--- src/rtl/button_event_ctrl_if.sv ---
// MMU load/store window and interrupt handshake for button_event_ctrl.
// master: MMU/processor side; slave: the button controller.
interface button_event_ctrl_if;
  logic        cs;
  logic        iorw;
  logic [1:0]  addr;
  logic [23:0] wdata;
  logic [23:0] rdata;
  logic        int_req;
  logic        int_ack;

  modport master (
    output cs, iorw, addr, wdata, int_ack,
    input  rdata, int_req
  );

  modport slave (
    input  cs, iorw, addr, wdata, int_ack,
    output rdata, int_req
  );
endinterface

--- src/rtl/button_event_ctrl.sv ---
// Front-panel debounce, pending-event latch and interrupt request.
// Define BTN_AUTOREPEAT_EN to add auto-repeat on pb1/pb2.
module button_event_ctrl #(
  parameter logic [15:0] DB_CYCLES     = 16'd50000,
  parameter int          DB_CNT_W      = 16,
  parameter logic [23:0] REPEAT_CYCLES = 24'd5000000
) (
  input  logic                clk,
  input  logic                rst,
  input  logic [7:0]          btn_in,
  button_event_ctrl_if.slave  bus
);

  localparam logic [DB_CNT_W-1:0] DB_LAST =
    DB_CNT_W'(DB_CYCLES - 16'd1);

  typedef enum logic [1:0] {
    IDLE,
    REQ,
    SERVICE
  } state_t;

  state_t              state;
  logic [7:0]          sync1;
  logic [7:0]          sync2;
  logic [7:0]          stable;
  logic [7:0]          rose;
  logic [7:0]          block;
  logic [7:0]          pending;
  logic [7:0]          mask;
  logic [23:0]         rdata_q;
  logic                int_req_q;
  logic [1:0]          settle;
  logic [DB_CNT_W-1:0] cnt [8];

  logic [7:0] accept;
  logic [7:0] clr;
  logic [7:0] rpt;
  logic [7:0] rd_val;
  logic       rd;
  logic       wr;
  logic       clr_wr;
  logic       active;
  logic       settled;
  logic       unused_ok;

  assign rd        = bus.cs & bus.iorw;
  assign wr        = bus.cs & ~bus.iorw;
  assign clr_wr    = wr & (bus.addr == 2'd2);
  assign clr       = clr_wr ? bus.wdata[7:0] : 8'h00;
  assign active    = |(pending & mask);
  assign settled   = settle[1];
  assign unused_ok = ^{bus.wdata[23:8], REPEAT_CYCLES};

  assign bus.rdata   = rdata_q;
  assign bus.int_req = int_req_q;

  always_comb begin
    accept = '0;
    for (int i = 0; i < 8; i++) begin
      accept[i] = (sync2[i] != stable[i]) &&
                  (cnt[i] == DB_LAST);
    end
  end

  always_comb begin
    rd_val = 8'h00;
    unique case (bus.addr)
      2'd0: rd_val = pending;
      2'd1: rd_val = mask;
      2'd2: rd_val = 8'h00;
      2'd3: rd_val = stable;
    endcase
  end

`ifdef BTN_AUTOREPEAT_EN
  logic [23:0] rep [1:2];

  always_ff @(posedge clk) begin
    if (rst) begin
      rep[1] <= '0;
      rep[2] <= '0;
    end else begin
      for (int i = 1; i <= 2; i++) begin
        if (!stable[i] || block[i])
          rep[i] <= '0;
        else if (rep[i] == REPEAT_CYCLES)
          rep[i] <= 24'd1;
        else
          rep[i] <= rep[i] + 24'd1;
      end
    end
  end

  always_comb begin
    rpt = '0;
    for (int i = 1; i <= 2; i++) begin
      rpt[i] = stable[i] & ~block[i] &
               (rep[i] == REPEAT_CYCLES);
    end
  end
`else
  assign rpt = '0;
`endif

  // Debounce: a level is taken only after DB_CYCLES mismatching samples.
  always_ff @(posedge clk) begin
    if (rst) begin
      sync1  <= '0;
      sync2  <= '0;
      stable <= '0;
      rose   <= '0;
      for (int i = 0; i < 8; i++) cnt[i] <= '0;
    end else begin
      sync1 <= btn_in;
      sync2 <= sync1;
      rose  <= accept & sync2 & ~block;
      for (int i = 0; i < 8; i++) begin
        if (sync2[i] == stable[i]) begin
          cnt[i] <= '0;
        end else if (accept[i]) begin
          stable[i] <= sync2[i];
          cnt[i]    <= '0;
        end else if (cnt[i] != '1) begin
          cnt[i] <= cnt[i] + DB_CNT_W'(1);
        end
      end
    end
  end

  // A bit held through reset stays blocked until seen released.
  always_ff @(posedge clk) begin
    if (rst) begin
      settle <= '0;
      block  <= '1;
    end else begin
      if (!settled) settle <= settle + 2'd1;
      if (settled) block <= block & ~(~stable & ~sync2);
    end
  end

  always_ff @(posedge clk) begin
    if (rst) begin
      pending <= '0;
      mask    <= 8'hFF;
      rdata_q <= '0;
    end else begin
      pending <= (pending & ~clr) | rose | rpt;
      if (wr && bus.addr == 2'd1) mask <= bus.wdata[7:0];
      if (rd) rdata_q <= {16'h0000, rd_val};
    end
  end

  always_ff @(posedge clk) begin
    if (rst) begin
      state     <= IDLE;
      int_req_q <= 1'b0;
    end else begin
      unique case (state)
        IDLE: begin
          if (active) begin
            state     <= REQ;
            int_req_q <= 1'b1;
          end
        end
        REQ: begin
          if (bus.int_ack) begin
            state     <= SERVICE;
            int_req_q <= 1'b0;
          end else if (!active) begin
            state     <= IDLE;
            int_req_q <= 1'b0;
          end
        end
        SERVICE: begin
          if (clr_wr) state <= IDLE;
        end
        default: begin
          state     <= IDLE;
          int_req_q <= 1'b0;
        end
      endcase
    end
  end

endmodule
--- src/flat_wrapper.sv ---
// flat-port wrapper written by rule: the top's interface ports become plain ports
module button_event_ctrl_flat 
#(
  parameter logic [15:0] DB_CYCLES     = 16'd50000,
  parameter int          DB_CNT_W      = 16,
  parameter logic [23:0] REPEAT_CYCLES = 24'd5000000
)
  (clk, rst, btn_in, bus_cs, bus_iorw, bus_addr, bus_wdata, bus_int_ack, bus_rdata, bus_int_req);
  button_event_ctrl_if bus_i ();
  input  logic clk;
  input  logic rst;
  input  logic [7:0] btn_in;
  input wire logic [$bits(bus_i.cs)-1:0] bus_cs;
  input wire logic [$bits(bus_i.iorw)-1:0] bus_iorw;
  input wire logic [$bits(bus_i.addr)-1:0] bus_addr;
  input wire logic [$bits(bus_i.wdata)-1:0] bus_wdata;
  input wire logic [$bits(bus_i.int_ack)-1:0] bus_int_ack;
  output wire logic [$bits(bus_i.rdata)-1:0] bus_rdata;
  output wire logic [$bits(bus_i.int_req)-1:0] bus_int_req;
  assign bus_i.cs = bus_cs;
  assign bus_i.iorw = bus_iorw;
  assign bus_i.addr = bus_addr;
  assign bus_i.wdata = bus_wdata;
  assign bus_i.int_ack = bus_int_ack;
  assign bus_rdata = bus_i.rdata;
  assign bus_int_req = bus_i.int_req;
  button_event_ctrl #(.DB_CYCLES(DB_CYCLES), .DB_CNT_W(DB_CNT_W), .REPEAT_CYCLES(REPEAT_CYCLES)) u_core (.clk(clk), .rst(rst), .btn_in(btn_in), .bus(bus_i));
endmodule
--- config.mk ---
export PLATFORM = sky130hd
export DESIGN_NAME = button_event_ctrl_flat
export DESIGN_NICKNAME = d
export VERILOG_FILES = /design/src/rtl/button_event_ctrl_if.sv /design/src/rtl/button_event_ctrl.sv /design/src/flat_wrapper.sv
export SDC_FILE = /design/constraint.sdc
export NUM_CORES = 1
export LEC_CHECK = 0
export CORE_UTILIZATION = 61
export CTS_BUF_LIST = sky130_fd_sc_hd__clkbuf_2
export DETAILED_ROUTE_END_ITERATION = 10
export GPL_ROUTABILITY_DRIVEN = 0
export PLACE_DENSITY = 0.94
export SKIP_LAST_GASP = 1
export SYNTH_ARGS = -nofsm -noshare
export SYNTH_HDL_FRONTEND = slang
export SYNTH_SLANG_ARGS = --single-unit
--- constraint.sdc ---
create_clock -name clk -period 2.8 [get_ports clk]
set_input_delay 0.42 -clock clk [delete_from_list [all_inputs] [get_ports clk]]
set_output_delay 0.42 -clock clk [all_outputs]
set_load 0.05 [all_outputs]
==> impl_metrics.env <==
export IMPL_outcome="completed"
export IMPL_rsz0062_at_grt="false"
export IMPL_grt_overflow=0
export IMPL_ys_flop_type="edfxtp_1"
export IMPL_finalPower_mw=4.83
export IMPL_setup_viol=0
export IMPL_critPathCaptureType="output port"
export IMPL_worstPathMaxFanout=2
export IMPL_path_cells="clkdlybuf4s50_1"
export IMPL_layout_nets=1081
export IMPL_grt_first_pass_wirelength_microns=32500
export IMPL_yosys_register_bits=197
export IMPL_netlist_top_cells_count="edfxtp_1 (128), nor2_1 (103), nor3_1 (76), dfxtp_1 (69), xnor2_1 (68)"
export IMPL_max_stage_delay_ns=0.83
export IMPL_wl_per_cell_microns=15.4
export IMPL_syn_inst=994
export IMPL_async_reset_ff_share_pct=0
export IMPL_reg2reg_slack_ns=0.35
export IMPL_fin_area_sq_um=10800
export IMPL_crit_buf_inv=1
export IMPL_initial_utilization_pct=63.1
export IMPL_vias=7451
export IMPL_die_h_microns=131
export IMPL_rows=46
export IMPL_synth_edff_count=128
export IMPL_drtPass1Iterations=6
export IMPL_io_pins=64
export IMPL_drv_cap=0
export IMPL_antenna_found_initial=0
export IMPL_worst_pin_slew_ns=1.17
export IMPL_hold_viol_final=0
export IMPL_pre_cts_slack_ns=0.364
export IMPL_maxSlewViolCount=0
export IMPL_cts_root_buffer="clkbuf_2"
export IMPL_timing_hold_ws_ns=0.199
export IMPL_syn_area_per_cell_sq_um=10.2
export IMPL_clkTransAtPathRegs_ns=0.25
export IMPL_ys_types=64
export IMPL_cts_buffers=17
export IMPL_wl_microns=19400
export IMPL_synth_top_area_share_pct=38.1
export IMPL_drtAntennaViolNets=0
export IMPL_place_area_sq_um=10600
export IMPL_yosysTopAreaCell="edfxtp_1"
export IMPL_max_freq_ghz=0.408
export IMPL_post_route_util_pct=67.8
export IMPL_cts_tree="done"
export IMPL_finalClockSkew_ns=0.0498
export IMPL_path_class="reg2out"
export IMPL_max_slew_margin_rel_pct=21.4
export IMPL_drc=0
export IMPL_hold_path_class="in2reg"
export IMPL_io_buffers=31
export IMPL_dp_hpwl_microns=13600
export IMPL_cts_sinks=197
export IMPL_fin_crit_ns=2.45
export IMPL_pwr_density_cell_nw_per_um2=445
export IMPL_clockBufferDepth=2
export IMPL_grt_start_max_net_pins=26
export IMPL_start_kind="flop"
export IMPL_core_area_sq_um=16000
export IMPL_drive_gt1_share_pct=7.89
export IMPL_numPlacedInstances=1222
export IMPL_synth_area_leaders="edfxtp_1 (38%), dfxtp_1 (14%), xnor2_1 (5.9%)"
export IMPL_setup_tns_ns=0
export IMPL_ys_seq_area_share_pct=51.8
export IMPL_cts_resized=0
export IMPL_post_cts_buffers=0
export IMPL_avgViaCountPerCell=5.94
export IMPL_synth_most_common_cell="edfxtp_1"
export IMPL_dr_first_iter_drc_count=678
export IMPL_peakVddDrop_mv=0.397
export IMPL_clkLatencyLatePin_ns=0.78
export IMPL_syn_cell_area_sq_um=10100
export IMPL_dieWidth_microns=131
export IMPL_power_leakage_nw=3.52
export IMPL_layoutNonFillerInstCount=1255
export IMPL_cts_htree_levels=4
export IMPL_num_antenna_cells=0
export IMPL_crit_slowest_cell="clkdlybuf4s50_1"
export IMPL_grt_use_total_pct=24.1
export IMPL_timing_final_ws_setup_ns=0.349
export IMPL_required_ns=2.38
export IMPL_area_delta_synth_final_pct=7.46
export IMPL_yosysWarningCount=0
export IMPL_arrival_ns=2.03
export IMPL_grt_pass1_vias=7065
export IMPL_fp_dieArea_sq_um=17100
export IMPL_cp_top_family="buffers and inverters"
export IMPL_post_route_period_util_pct=87.5
==> path summary, 6_finish.rpt <==
| path | startpoint | endpoint | cells after the start |
|---|---|---|---|
| worst min-delay path | btn_in[4] | u_core.sync1[4] | 2 |
| worst max register to register | u_core.cnt[2][0] | u_core.cnt[2][9] | 4 |
| worst min register to register | u_core.sync1[1] | u_core.sync2[1] | 1 |
| worst max-delay path | u_core.bus.rdata[2] | bus_rdata[2] | 1 |
==> timing repair <==
item	4_1_cts	5_1_grt
hold buffers	0	1
endpoints found under the hold margin	0	2
setup endpoints to repair	0	0
==> area by class of cell <==
cell class / instances / area (sq um)
Sequential cell: 197 / 5230
Fill cell: 1178 / 5150
Multi-Input combinational cell: 717 / 4480
Timing Repair Buffer: 55 / 488
Tap cell: 216 / 270
Inverter: 38 / 143
Clock inverter: 13 / 141
Clock buffer: 19 / 95.1
==> power by group <==
group          internal [mW]  leakage [nW]  switching, mW
clock network          0.465         0.163          0.944
registers               3.11          2.14         0.0350
logic                  0.102          1.21          0.171
total                   3.67          3.52           1.15
==> placed cells by master, fill, tap and decap left out, types with 31 or more instances in the layout <==
| cell | instances |
|---|---|
| nor2_1 | 103 |
| xor2_1 | 32 |
| a21oi_1 | 31 |
| nand3_1 | 49 |
| inv_1 | 38 |
| nor3_1 | 76 |
| nand4_1 | 35 |
| nand2_1 | 55 |
| edfxtp_1 | 128 |
| xnor2_1 | 68 |
| dfxtp_1 | 69 |
| nor4_1 | 32 |
==> registers in the layout (all words and copies together), names as in the netlist <==
signal / cells
u_core.cnt: 128
u_core.block: 8
u_core.bus.rdata: 8
u_core.mask: 8
u_core.pending: 8
u_core.rose: 8
u_core.stable: 8
u_core.sync1: 8
u_core.sync2: 8
u_core.settle: 2
u_core.state: 2
u_core.bus.int_req: 1
==> per-layer routing <==
metal	vias up	global-route usage, %	wire length [microns]
met2	206	41.1	9330
met5	-	0	0
met1	3553	30.8	8790
li1	3657	-	-
met3	35	4.68	873
met4	0	7.98	391
==> kinds of logic after synthesis <==
logic type                 Yosys count  share of synthesized area [%]
and+or+nand+nor                    480                           25.9
DFF                                197                           51.8
xor gates and xnor gates           100                           8.68
AOI/OAI and AO/OA                   97                           6.43
buffers and inverters               95                           4.43
adders and majority gates           16                           1.98
muxes                                8                          0.793
other                                1                         0.0372
Note: power is estimated with default switching activity, not from simulation.
